--- config.mk ---
export PLATFORM = sky130hd
export DESIGN_NAME = bcd_conv_arb
export DESIGN_NICKNAME = d
export VERILOG_FILES = /design/src/rtl/bcd_conv_arb.sv
export SDC_FILE = /design/constraint.sdc
export NUM_CORES = 1
export LEC_CHECK = 0
export BUFFER_PORTS_ARGS = -buffer_cell sky130_fd_sc_hd__buf_2
export CAP_MARGIN = 30
export CORE_MARGIN = 4
export CORE_UTILIZATION = 48
export CTS_CLUSTER_DIAMETER = 150
export DETAILED_ROUTE_END_ITERATION = 12
export PLACE_DENSITY_LB_ADDON = 0.08
export SLEW_MARGIN = 20
export SYNTH_ARGS = -nofsm -noshare
export SYNTH_HDL_FRONTEND = slang
export SYNTH_SLANG_ARGS = --single-unit
--- constraint.sdc ---
create_clock -name clk -period 3.4 [get_ports clk]
set_input_delay 0.17 -clock clk [delete_from_list [all_inputs] [get_ports clk]]
set_output_delay 0.17 -clock clk [all_outputs]
set_load 0.01 [all_outputs]
--- src/rtl/bcd_conv_arb.sv ---
// bcd_conv_arb: round-robin arbiter sharing one serial bin-to-BCD converter.
// Optional watchdog enabled by defining BCD_CONV_ARB_WATCHDOG_EN.
`timescale 1ns/1ps
module bcd_conv_arb #(
    parameter int N_REQ   = 4,
    parameter int DEC_W   = 8,
    parameter int BIN_W   = $clog2(10**DEC_W),
    parameter int TIMEOUT = BIN_W + 8
) (
    input  logic                        clk,
    input  logic                        rst,
    input  logic [N_REQ-1:0]            req,
    input  logic [N_REQ-1:0][BIN_W-1:0] req_bin,
    output logic [N_REQ-1:0]            rsp_vld,
    output logic [DEC_W*4-1:0]          rsp_bcd,
    output logic                        busy,
    output logic [$clog2(N_REQ)-1:0]    gnt_id,
    output logic [BIN_W-1:0]            cv_in,
    output logic                        cv_conv,
    input  logic                        cv_rdy,
    input  logic [DEC_W*4-1:0]          cv_out,
    output logic                        err
);

    localparam int GW = $clog2(N_REQ);

    typedef enum logic [2:0] {
        WAIT_RDY,
        IDLE,
        START,
        ARM,
        BUSY,
        DONE
    } state_t;

    state_t              state_q;
    logic [GW-1:0]       ptr_q;
    logic [GW-1:0]       gnt_q;
    logic [N_REQ-1:0]    vld_q;
    logic [DEC_W*4-1:0]  bcd_q;
    logic                busy_q;
    logic [BIN_W-1:0]    cvin_q;
    logic                conv_q;
    logic                arm_q;

    logic [GW-1:0]       gnt_d;
    logic                gnt_vld;
    logic [GW-1:0]       ptr_d;

    function automatic logic [GW-1:0] wrap(input int k);
        return (k >= N_REQ) ? GW'(k - N_REQ) : GW'(k);
    endfunction

    // First requester at or above the pointer, wrapping around.
    always_comb begin
        gnt_d   = ptr_q;
        gnt_vld = 1'b0;
        for (int i = N_REQ - 1; i >= 0; i--) begin
            if (req[wrap(int'(ptr_q) + i)]) begin
                gnt_d   = wrap(int'(ptr_q) + i);
                gnt_vld = 1'b1;
            end
        end
    end

    // Served requester becomes lowest priority next time.
    assign ptr_d = (gnt_q == GW'(N_REQ - 1)) ? '0 : gnt_q + 1'b1;

`ifdef BCD_CONV_ARB_WATCHDOG_EN
    localparam int CW = $clog2(TIMEOUT + 1);

    logic [CW-1:0] cnt_q;
    logic [1:0]    rty_q;
    logic          err_q;
    logic          in_wait;
    logic          rty_trip;
    logic          wd_fire;

    assign in_wait  = (state_q == ARM) || (state_q == BUSY);
    assign rty_trip = (state_q == ARM) && cv_rdy && arm_q &&
                      (rty_q == 2'd3);
    assign wd_fire  = in_wait &&
                      ((cnt_q == CW'(TIMEOUT - 1)) || rty_trip);

    // Cycle counter over ARM/BUSY, retry count and sticky error.
    always_ff @(posedge clk or posedge rst) begin
        if (rst) begin
            cnt_q <= '0;
            rty_q <= '0;
            err_q <= 1'b0;
        end else begin
            if (state_q == IDLE)
                rty_q <= '0;
            if (state_q == START)
                cnt_q <= '0;
            else if (in_wait)
                cnt_q <= cnt_q + 1'b1;
            if ((state_q == ARM) && cv_rdy && arm_q && (rty_q != 2'd3))
                rty_q <= rty_q + 1'b1;
            if (wd_fire)
                err_q <= 1'b1;
        end
    end

    assign err = err_q;
`else
    assign err = 1'b0;
`endif

    // Grant, converter handshake and result return sequencing.
    always_ff @(posedge clk or posedge rst) begin
        if (rst) begin
            state_q <= WAIT_RDY;
            ptr_q   <= '0;
            gnt_q   <= '0;
            vld_q   <= '0;
            bcd_q   <= '0;
            busy_q  <= 1'b0;
            cvin_q  <= '0;
            conv_q  <= 1'b0;
            arm_q   <= 1'b0;
        end else begin
            vld_q <= '0;
            unique case (state_q)
                WAIT_RDY: begin
                    if (cv_rdy)
                        state_q <= IDLE;
                end
                IDLE: begin
                    if (gnt_vld) begin
                        gnt_q   <= gnt_d;
                        cvin_q  <= req_bin[gnt_d];
                        conv_q  <= 1'b1;
                        busy_q  <= 1'b1;
                        state_q <= START;
                    end
                end
                START: begin
                    conv_q  <= 1'b0;
                    arm_q   <= 1'b0;
                    state_q <= ARM;
                end
                ARM: begin
                    if (!cv_rdy) begin
                        state_q <= BUSY;
                    end else if (arm_q) begin
                        conv_q  <= 1'b1;
                        state_q <= START;
                    end else begin
                        arm_q <= 1'b1;
                    end
                end
                BUSY: begin
                    if (cv_rdy) begin
                        bcd_q   <= cv_out;
                        vld_q   <= N_REQ'(1) << gnt_q;
                        ptr_q   <= ptr_d;
                        state_q <= DONE;
                    end
                end
                DONE: begin
                    busy_q  <= 1'b0;
                    state_q <= IDLE;
                end
                default: state_q <= WAIT_RDY;
            endcase
`ifdef BCD_CONV_ARB_WATCHDOG_EN
            if (wd_fire) begin
                bcd_q   <= '1;
                vld_q   <= N_REQ'(1) << gnt_q;
                ptr_q   <= ptr_d;
                busy_q  <= 1'b0;
                conv_q  <= 1'b0;
                state_q <= WAIT_RDY;
            end
`endif
        end
    end

    assign rsp_vld = vld_q;
    assign rsp_bcd = bcd_q;
    assign busy    = busy_q;
    assign gnt_id  = gnt_q;
    assign cv_in   = cvin_q;
    assign cv_conv = conv_q;

endmodule

==> flow_summary_export.csv <==
group,metric,value,unit
worst_setup_path,arrival,2.41,ns
sta,fin_worst_skew,0.0138,ns
cts,numCtsBuffers,9,
global_routing,grt_pass1_vias,3217,
synthesis,ys_seq_area_frac,0.473,
global_routing,grt_pass1_wl,15900,um
route,route.detailed.drc,0,
cells_and_area,area_growth,32.5,%
cts,cts_root_buffer,"clkbuf_8",
worst_setup_path,cp_slowest_cell,"nand2b_2",
synthesis,syn_avg_cell_area,12.9,sq um
synthesis,ys_ff_latch,73,
floorplan,die_area,0.00955,sq mm
synthesis,synth-async-reset-ratio,1.00,
sta,slew_headroom,0.413,
power_and_ir_drop,power_leakage,2.80,nW
worst_setup_path,cp-start-kind,"flop",
sta,fmax,463,MHz
synthesis,synth_warnings,0,
route,drtAntennaViolNets,0,
floorplan,io_pins,215,
global_routing,grt_use_total,0.206,
cts,cts_tree,"yes",
synthesis,syn-cell-area,0.00386,sq mm
cts,cts.sinks,73,
synthesis,syn-instance-count,299,
cts,cts_resized,0,
route,via_count,3127,
cells_and_area,fin_area,0.00512,sq mm
placement,port_buffers,213,
synthesis,synth-edff-count,0,
placement,place.gp.congestion,0.869,
sta,slew_violations,0,
sta,setup_violations,0,
route,vias_per_cell,5.09,
worst_setup_path,cp_max_fo,32,
floorplan,rows,32,
cells_and_area,drive_above_1_share,0.592,
sta,tightest_slew,0.880,ns
floorplan,die_h,97.7,um
cts,clock_path_buffers,2,
sta,period_needed,2.16,ns
route,firstDrtPassIters,4,
sta,tns,0,ns
sta,fin_hold_ws,0.0534,ns
worst_setup_path,cp.required,3.65,ns
cts,insertion_delay,0.34,ns
route,avgRoutedWirePerCell,16.2,um
hold_path,holdCritPathClass,"in -> reg",
route,drt_iter0_markers,98,
global_routing,antenna_found_initial,0,
worst_setup_path,worstSetupPathType,"reg -> reg",
cells_and_area,final_nets,658,
cells_and_area,antenna_cells,0,
cts,ctsHoldBuffers,1,
placement,dp_hpwl,7580,um
synthesis,syn_nets,450,
sta,finalCritPeriodShare,0.636,
cts,cts.htree.levels,3,
synthesis,yosysUniqueCellTypes,35,
floorplan,start_util,0.497,
worst_setup_path,r2r_slack,1.24,ns
floorplan,die_w,97.7,um
global_routing,grt_overflow,0,
power_and_ir_drop,vdd_ir_drop_max,0.414,mV
outcome,status,"finished clean",
worst_setup_path,crit_chain,"inv_2 > nand3b_4 > nand2b_4 > nand2b_2 > o221ai_2",
sta,rsz0062_at_grt,"no",
floorplan,fp.coreArea,0.00777,sq mm
power_and_ir_drop,power_density,819,mW/mm^2
worst_setup_path,critical-path-max-stage-delay,0.69,ns
global_routing,grt_max_degree,48,
cts,cts.reportedPaths.clkPinSlew,0.08,ns
run,max-cap-violations,0,
placement,placed_area,0.00490,sq mm
synthesis,ys.flop_type,"dfrtp_1",
worst_setup_path,end_kind,"flop",
cts,post_cts_buffers,0,
route,postRouteWirelength,9930,um
sta,hold_viol,0,
## layout by cell type (no fill, tap or decap), types with 2 or more instances in the layout
cell type,count
inv_6,3
inv_1,6
o221ai_2,27
and2_1,4
a21oi_1,4
o21ai_0,4
ha_1,4
nor2b_1,3
mux2_2,34
clkbuf_8,10
buf_2,213
nor2_1,10
mux2i_1,54
dfrtp_1,73
nand2_1,34
inv_2,2
buf_4,4
## Yosys cell counts (2+ instances only)
| library cell | number | area, sq um |
|---|---|---|
| o221ai_2 | 27 | 405 |
| buf_6 | 6 | 67.6 |
| dfrtp_1 | 73 | 1830 |
| buf_4 | 2 | 15.0 |
| nor2_1 | 10 | 37.5 |
| nand2b_1 | 2 | 12.5 |
| nand2_1 | 34 | 128 |
| buf_12 | 5 | 100 |
| nor2b_1 | 3 | 18.8 |
| inv_1 | 7 | 26.3 |
| buf_2 | 5 | 25.0 |
| mux2_2 | 34 | 383 |
| clkbuf_1 | 4 | 15.0 |
| mux2i_1 | 54 | 541 |
| and2_1 | 4 | 25.0 |
| a21oi_1 | 4 | 20.0 |
| o21ai_0 | 4 | 20.0 |
| ha_1 | 4 | 50.1 |
## worst paths after layout
| kind | from | to | cells after the start |
|---|---|---|---|
| worst min register to register | cv_in[16]$_DFFE_PP0P_ | cv_in[16]$_DFFE_PP0P_ | 2 |
| worst max-delay path | state_q[1]$_DFFE_PP0P_ | cv_in[20]$_DFFE_PP0P_ | 5 |
| min in group asynchronous | rst | rsp_bcd[13]$_DFFE_PP0P_ | 3 |
| worst min-delay path | cv_out[2] | rsp_bcd[2]$_DFFE_PP0P_ | 2 |
| worst max register to register | state_q[1]$_DFFE_PP0P_ | cv_in[20]$_DFFE_PP0P_ | 5 |
| max in group asynchronous | rst | cv_in[25]$_DFFE_PP0P_ | 4 |
## power by group
group          total, mW  internal, mW  switching, mW
clock              0.706         0.368          0.338
sequential          1.51          1.27          0.243
combinational       1.98         0.929           1.05
total               4.19          2.56           1.63
## state kept, by name, indices dropped and copies added (netlist names)
signal and cells:
arm_q 1, ptr_q 2, cv_in 27, cv_conv 1
rsp_vld 4, gnt_id 2, busy 1, rsp_bcd 32
state_q 3
## critical path: cells and delay by family (launching register included)
kind            cells  cell delay (ns)
compound gates      1             0.37
flops               1             0.47
buf+inv             1             0.12
simple gates        3             1.11
## layer usage
layer,track usage,share of wire,vias up
li1,-,-,1506
met1,0.256,0.40,1468
met2,0.339,0.49,143
met3,0.0675,0.089,10
met4,0.0703,0.014,0
met5,0,0,-
## area by class of cell
cell class | instances | area (sq um)
Clock buffer | 10 | 138
Sequential cell | 73 | 1830
Tap cell | 102 | 128
Timing Repair Buffer | 219 | 1130
Inverter | 8 | 30.0
Clock inverter | 6 | 72.6
Fill cell | 628 | 2650
Multi-Input combinational cell | 196 | 1800
## cells by family after synthesis
group / synth area share
muxes: 0.239
DFF: 0.473
and+or+nand+nor: 0.0739
AOI/OAI and AO/OA: 0.135
buffers and inverters: 0.0654
adders and majority gates: 0.0130
other: 0.000971
## stage by stage
stage          cells  power (mW)  worst slack [ns]  utilization
2_1_floorplan    299        2.94              1.38            -
3_3_place_gp     597        3.47              1.10        0.630
3_5_place_dp     597        3.53              1.02        0.630
4_1_cts          614        4.25              1.22        0.659
5_1_grt          614        4.49              1.08        0.659
6_report         614        4.19              1.24        0.659
Note: power is estimated with default switching activity, not from simulation.
